<file path="src/rtl/fetch_controller_if.sv">
// fetch_controller_if: program-memory port and decoder handshake bundle
// Ports: mem_req/mem_addr out, mem_ack/mem_data in; op_valid/op_pc out, op_ready in
// (directions as seen by the fetch controller through the master modport)
interface fetch_controller_if #(parameter int ADDR_W = 16);
  logic              mem_req;
  logic [ADDR_W-1:0] mem_addr;
  logic              mem_ack;
  logic [7:0]        mem_data;
  logic              op_valid;
  logic              op_ready;
  logic [ADDR_W-1:0] op_pc;
  modport master (output mem_req, mem_addr, op_valid, op_pc, input mem_ack, mem_data, op_ready);
  modport slave (input mem_req, mem_addr, op_valid, op_pc, output mem_ack, mem_data, op_ready);
endinterface

</file>
<file path="src/rtl/fetch_controller.sv">
// fetch_controller: fetches variable-length opcodes into the instruction register and issues them to decode
// Ports: clk, rst (async active-low), run, bus (memory + decoder handshake),
// ir_clr/ir_en/ir_wrd (instruction register strobes), jmp_valid/jmp_addr (redirect), busy
module fetch_controller #(
  parameter int                ADDR_W   = 16,
  parameter logic [ADDR_W-1:0] RESET_PC = '0
) (
  input  logic              clk,
  input  logic              rst,
  input  logic              run,
  fetch_controller_if.master bus,
  output logic              ir_clr,
  output logic              ir_en,
  output logic [7:0]        ir_wrd,
  input  logic              jmp_valid,
  input  logic [ADDR_W-1:0] jmp_addr,
  output logic              busy
);
  typedef enum logic [1:0] {IDLE, START, FETCH, ISSUE} state_t;
  state_t            state, nxt;
  logic [ADDR_W-1:0] pc, op_pc;
  logic [1:0]        byte_cnt, len, dlen, cur_len;
  logic              done;
  assign ir_en        = bus.mem_req & bus.mem_ack & ~jmp_valid;
  assign ir_wrd       = bus.mem_data;
  assign bus.mem_addr = pc;
  assign bus.op_pc    = op_pc;
  // Length from the top two bits of the first byte; 11 is clamped to 3
  assign dlen    = &bus.mem_data[7:6] ? 2'd3 : 2'(bus.mem_data[7:6] + 2'd1);
  // The first byte must use the freshly decoded length, len is not loaded yet
  assign cur_len = byte_cnt == 2'd0 ? dlen : len;
  assign done    = ir_en && 2'(byte_cnt + 2'd1) == cur_len;
  always_comb
    nxt = jmp_valid      ? ((state == IDLE || !run) ? IDLE : START) :
          state == IDLE  ? (run ? START : IDLE) :
          state == START ? FETCH :
          state == FETCH ? (done ? ISSUE : FETCH) :
          bus.op_ready   ? (run ? START : IDLE) : ISSUE;
  always_ff @(posedge clk or negedge rst) begin
    if (!rst) begin
      state        <= IDLE;
      pc           <= RESET_PC;
      op_pc        <= RESET_PC;
      byte_cnt     <= '0;
      len          <= 2'd1;
      bus.mem_req  <= 1'b0;
      ir_clr       <= 1'b0;
      bus.op_valid <= 1'b0;
      busy         <= 1'b0;
    end else begin
      state        <= nxt;
      bus.mem_req  <= nxt == FETCH;
      ir_clr       <= nxt == START;
      bus.op_valid <= nxt == ISSUE;
      busy         <= nxt != IDLE;
      if (jmp_valid) pc <= jmp_addr;
      else if (ir_en) pc <= pc + ADDR_W'(1);
      if (state == START && !jmp_valid) begin
        op_pc    <= pc;
        byte_cnt <= '0;
      end else if (ir_en) begin
        byte_cnt <= byte_cnt + 2'd1;
        if (byte_cnt == 2'd0) len <= dlen;
      end
    end
  end
endmodule
</file>
<file path="src/flat_wrapper.sv">
// flat-port wrapper written by rule: the top's interface ports become plain ports
module fetch_controller_flat 
#(
  parameter int                ADDR_W   = 16,
  parameter logic [ADDR_W-1:0] RESET_PC = '0
)
  (clk, rst, run, ir_clr, ir_en, ir_wrd, jmp_valid, jmp_addr, busy, bus_mem_req, bus_mem_addr, bus_op_valid, bus_op_pc, bus_mem_ack, bus_mem_data, bus_op_ready);
  fetch_controller_if #(.ADDR_W(ADDR_W)) bus_i ();
  input  logic clk;
  input  logic rst;
  input  logic run;
  output logic ir_clr;
  output logic ir_en;
  output logic [7:0] ir_wrd;
  input  logic jmp_valid;
  input  logic [ADDR_W-1:0] jmp_addr;
  output logic busy;
  output wire logic [$bits(bus_i.mem_req)-1:0] bus_mem_req;
  output wire logic [$bits(bus_i.mem_addr)-1:0] bus_mem_addr;
  output wire logic [$bits(bus_i.op_valid)-1:0] bus_op_valid;
  output wire logic [$bits(bus_i.op_pc)-1:0] bus_op_pc;
  input wire logic [$bits(bus_i.mem_ack)-1:0] bus_mem_ack;
  input wire logic [$bits(bus_i.mem_data)-1:0] bus_mem_data;
  input wire logic [$bits(bus_i.op_ready)-1:0] bus_op_ready;
  assign bus_mem_req = bus_i.mem_req;
  assign bus_mem_addr = bus_i.mem_addr;
  assign bus_op_valid = bus_i.op_valid;
  assign bus_op_pc = bus_i.op_pc;
  assign bus_i.mem_ack = bus_mem_ack;
  assign bus_i.mem_data = bus_mem_data;
  assign bus_i.op_ready = bus_op_ready;
  fetch_controller #(.ADDR_W(ADDR_W), .RESET_PC(RESET_PC)) u_core (.clk(clk), .rst(rst), .run(run), .bus(bus_i), .ir_clr(ir_clr), .ir_en(ir_en), .ir_wrd(ir_wrd), .jmp_valid(jmp_valid), .jmp_addr(jmp_addr), .busy(busy));
endmodule
</file>
<file path="config.mk">
export PLATFORM = sky130hd
export DESIGN_NAME = fetch_controller_flat
export DESIGN_NICKNAME = d
export VERILOG_FILES = /design/src/rtl/fetch_controller_if.sv /design/src/rtl/fetch_controller.sv /design/src/flat_wrapper.sv
export SDC_FILE = /design/constraint.sdc
export NUM_CORES = 1
export LEC_CHECK = 0
export CAP_MARGIN = 0
export CELL_PAD_IN_SITES_DETAIL_PLACEMENT = 1
export CELL_PAD_IN_SITES_GLOBAL_PLACEMENT = 2
export CORE_AREA = 5 5 91 93
export CTS_CLUSTER_DIAMETER = 200
export DETAILED_ROUTE_END_ITERATION = 10
export DIE_AREA = 0 0 96 98
export GPL_TIMING_DRIVEN = 0
export HOLD_SLACK_MARGIN = 0.08
export PLACE_DENSITY = 0.82
export SLEW_MARGIN = 20
export SYNTH_ARGS = -nofsm -noshare
export SYNTH_HDL_FRONTEND = slang
export SYNTH_SLANG_ARGS = --single-unit
</file>
<file path="constraint.sdc">
create_clock -name clk -period 4.1 [get_ports clk]
set_clock_uncertainty 0.2 [all_clocks]
set_input_delay 1.025 -clock clk [delete_from_list [all_inputs] [get_ports clk]]
set_output_delay 1.025 -clock clk [all_outputs]
set_load 0.02 [all_outputs]
</file>
# Word level (Yosys, flattened, before mapping)
# Cells that the tools add are included.
dict set report word_totals {
  reg_bits 42
  latchBits 0
  ramBits 0
  romBits 0
  in_bits 30
  out_inout_bits 45
  word_cells 48
  mem_count 0
}
dict set report op_classes {
  addsub 3
  mul 0
  n_div 0
  n_lt_le_gt_ge 0
  n_eq_ne 6
  n_shift 0
  n_mux 14
  bitwise 4
  reduce_logical 12
}
# operator count
set op_table {}
lappend op_table {{16-bit two-way mux} 2}
lappend op_table {{2-bit two-way mux} 9}
lappend op_table {{16-bit by 1-bit adder with 16-bit output, second input constant} 1}
lappend op_table {{2-bit equality test, second input constant} 3}
lappend op_table {{2-bit nonzero test} 3}
lappend op_table {{2-bit by 1-bit adder with 2-bit output, second input constant} 2}
lappend op_table {{2-bit by 1-bit equality test with 1-bit output, second input constant} 2}
lappend op_table {{2-bit zero test} 2}
lappend op_table {{2-bit AND reduction} 2}
lappend op_table {{1-bit two-way mux} 3}
lappend op_table {{1-bit bitwise AND} 2}
lappend op_table {{2-bit equality test} 1}
lappend op_table {{1-bit logical AND} 2}
lappend op_table {{1-bit zero test} 2}
lappend op_table {{1-bit NOT} 2}
lappend op_table {{1-bit logical OR} 1}

# Longest topological paths before layout
dict set report depth {
  ltp_word 11
  depth_mapped 6
  depth_no_buf 6
}

# Least setup slack after synthesis
# OpenSTA, ideal clock, no wires.
dict set report synth_timing {
  path_kind {input-to-output}
  start {in bus_mem_ack}
  end {out ir_en}
  arrival_time_ps 1548
  required_ps 2875
  slack_ps 1327
  cell_stages 2
  n_path_buf 0
  cell_sequence {nand2_1 -> nor2_1}
}
dict set report synth_via {
  elab_chain_len 2
}
# element line
set synth_rtl {}
lappend synth_rtl {{start, declared} flat_wrapper.sv:22} ;# input wire logic [$bits(bus_i.mem_ack)-1:0] bus_mem_ack;
lappend synth_rtl {{1-bit bitwise AND (2 in series)} fetch_controller.sv:24} ;# assign ir_en = bus.mem_req & bus.mem_ack & ~jmp_valid;
lappend synth_rtl {{end, declared} flat_wrapper.sv:13} ;# output logic ir_en;
# Every way passes these cells.

# Final worst setup path
# Same ends and word-level chain as after synthesis.

==> flow_summary.toml <==
[hold_path]
whs_path_depth = 1
hold_class = "flop to flop"
min_to = "u_core.bus.op_pc[12]$_DFFE_PN0P_"
hp-start = "u_core.bus.op_pc[12]$_DFFE_PN0P_"

[timing]
hold_viol = 0
period_share_pct = 97.60
fin_setup_tns_ps = 0
rsz0062_at_grt = "no"
max_freq_ghz = 0.2499
slew_viol_final = 0
setup_violations = 0
worst_slew_pin_slew_ps = 842.4
min_period_ps = 4001
maxSlewHeadroom_pct = 43.63

[place]
gp_congestion = 0.7474
place_area_mm2 = 0.002899
portBuffers = 68
hpwlAfterDp_um = 4316

[floorplan]
dieWidth_um = 96
start_util_pct = 27.87
num_rows = 32
io_pins = 75
core_mm2 = 0.007447
die_h_um = 98
dieArea_mm2 = 0.009408

[layout]
diodes = 0
nFillCells = 870
final_area_mm2 = 0.003012
nets = 306
drive_above_1_share_pct = 15.33
syn2layout_area_growth_pct = 45.09

[global_route]
overflow = 0
grt_pass1_vias = 1803
track_usage_pct = 12.47
grt_pass1_wl_um = 9232
grt_start_max_net_pins = 25
antenna_found_initial = 0

[logic_synthesis]
synth_flop_cell = "dfrtp_1"
syn_area_per_cell_um2 = 10.48
yosysTopAreaCellShare_pct = 49.43
synth_common_cells = "dfrtp_1, mux2_2, nand2_1, o21ai_0, nor2_1"
post-synth-top-count-cell = "dfrtp_1"
yosysSeqAreaShare_pct = 50.69
syn-instance-count = 198
ys_top_cells_by_area = "dfrtp_1, mux2_2, xnor2_1, o21ai_0, nand2_1"
yosys_warnings = 0
synth_nets = 230
synth_edf_count = 0
ys_async_sr_fraction_pct = 100.0
ys_types = 39
yosysTopAreaCell = "dfrtp_1"
ys_seq_elements = 42
syn_area_mm2 = 0.002076

[clocking]
cts_tree = "built"
clkTransAtPathRegs_ps = 80
clk_path_buf_depth = 2
clock_sinks = 42
root_buffer = "clkbuf_8"
clkLatencyLatePin_ps = 290
cts_setup_buffers = 0
cts_made_buffers = 5
cts_resized = 0
cts_max_level = 2
cts_hold_buf = 0

[critical_path]
path_cells = "clkdlybuf4s50_1 > nand2_1 > nor2_1 > clkdlybuf4s50_1"
critPathMaxStageDelay_ps = 670
r2r_cells = 5
crit_slowest_cell = "clkdlybuf4s50_1"
critPathLaunchType = "input port"
crit_type = "input port to output port"
r2r-start = "u_core.state[1]$_DFF_PN0_"
reg2reg_slack_ps = 1610
crit_required_ps = 2870
r2r-end = "u_core.bus.op_pc[14]$_DFFE_PN0P_"
cp-end-kind = "output port"
path_max_fanout = 6
crit_top_cell = "clkdlybuf4s50_1"
arrival_ps = 2780

[drt]
via_count = 1751
route.met3.wl_um = 241
ant_nets = 0
wl_per_cell_um = 14.77
first_iter_violations = 25
wl_met2_um = 2707
routed_wirelength_um = 5553
dr.pass1.iters = 4
drcViolationCount = 0
via_per_inst = 4.657
top_layer = "met4"
drt-met1-wl_um = 2558

[flow_run]
max_cap_viol_count = 0

[power]
power_density_mw_per_mm2 = 548.1
peakVddDrop_uv = 172.6
leakagePower_uw = 0.001228

[status]
status = "complete, no violations"
[through the flow]
| stage | hold slack, ps | util, % | power, µW | cells | setup WS (ps) |
|---|---|---|---|---|---|
| 4_1_cts | 316.2 | 40.44 | 1682 | 376 | 106.1 |
| 2_1_floorplan | 297.7 | - | 1009 | 198 | 1327 |
| 3_3_place_gp | 289.8 | 38.73 | 1310 | 368 | 148.4 |
| 5_1_grt | 331.2 | 40.44 | 1760 | 376 | 6.517 |
| 6_report | 308.7 | 40.44 | 1651 | 376 | 98.58 |
| 3_5_place_dp | 296.8 | 38.93 | 1337 | 369 | 118.0 |
[per-layer routing]
layer / up-vias / track usage [%]
met4: 0 / 3.282
met2: 47 / 19.86
li1: 838 / -
met3: 4 / 3.236
met5: - / 0
met1: 862 / 16.67
[power breakdown]
group | internal, µW | total (µW) | leakage (µW) | switching, µW
logic | 360 | 693 | 0.000670 | 333
registers | 540 | 622 | 0.000501 | 81.8
clock network | 195 | 336 | 0.0000573 | 141
total | 1090 | 1650 | 0.00123 | 556
[sequential cells by signal, indices dropped and copies added, names as in the netlist]
signal               flops
u_core.busy              1
u_core.bus.mem_addr     16
u_core.bus.op_valid      1
u_core.len               2
u_core.bus.mem_req       1
u_core.byte_cnt          2
u_core.ir_clr            1
u_core.bus.op_pc        16
u_core.state             2
[kinds of logic after synthesis]
kind of cell               count (synthesis)  synth area share, %
AOI/OAI and AO/OA                         32                9.162
buffers and inverters                     24                5.847
and+or+nand+nor                           65                16.82
DFF                                       42                50.69
xor gates and xnor gates                  12                5.063
muxes                                     21                11.21
adders and majority gates                  2                1.205
[worst max path at each step]
| stage | to | slack, ps | depth (start not counted) | startpoint |
|---|---|---|---|---|
| after floorplan | ir_en | 1330 | 2 | bus_mem_ack |
| after global placement | ir_en | 150 | 4 | bus_mem_ack |
| after detailed placement | ir_en | 120 | 4 | bus_mem_ack |
| after CTS | ir_en | 110 | 4 | bus_mem_ack |
| after global routing | ir_en | 7 | 4 | bus_mem_ack |
| final | ir_en | 100 | 4 | bus_mem_ack |
[layout make-up]
cell class              count  area [µm²]  area share [%]
clock inverters             1       30.03          0.9971
inverters                   9       33.78           1.122
flip-flops and latches     42        1052           34.94
multi-input cells         132       902.1           29.95
well taps                 102       127.6           4.238
repair buffers             69       695.7           23.10
clock buffers               6       82.58           2.742
plain buffers              15       87.58           2.908
[worst max-delay path, delay by kind of cell]
family	cells	cell delay [ps]
AND/OR/NAND/NOR	2	560
buffers and inverters	2	1190
[cells in the final DEF (no fill, tap or decap), types with 2 or more instances in the layout]
master	count
a22oi_1	2
a31oi_1	5
and3b_1	2
buf_2	2
buf_4	8
clkbuf_1	5
clkbuf_8	6
clkdlybuf4s50_1	67
dfrtp_1	41
ha_1	2
inv_1	9
mux2_2	18
mux2i_1	3
nand2_1	17
nand2b_1	2
nand3_1	7
nand4_1	3
nor2_1	14
nor3_1	3
o21ai_0	17
o221ai_1	2
o22ai_1	2
or3_1	6
or4_4	2
xnor2_1	10
xor2_1	2
(Power assumes the default switching activity.)
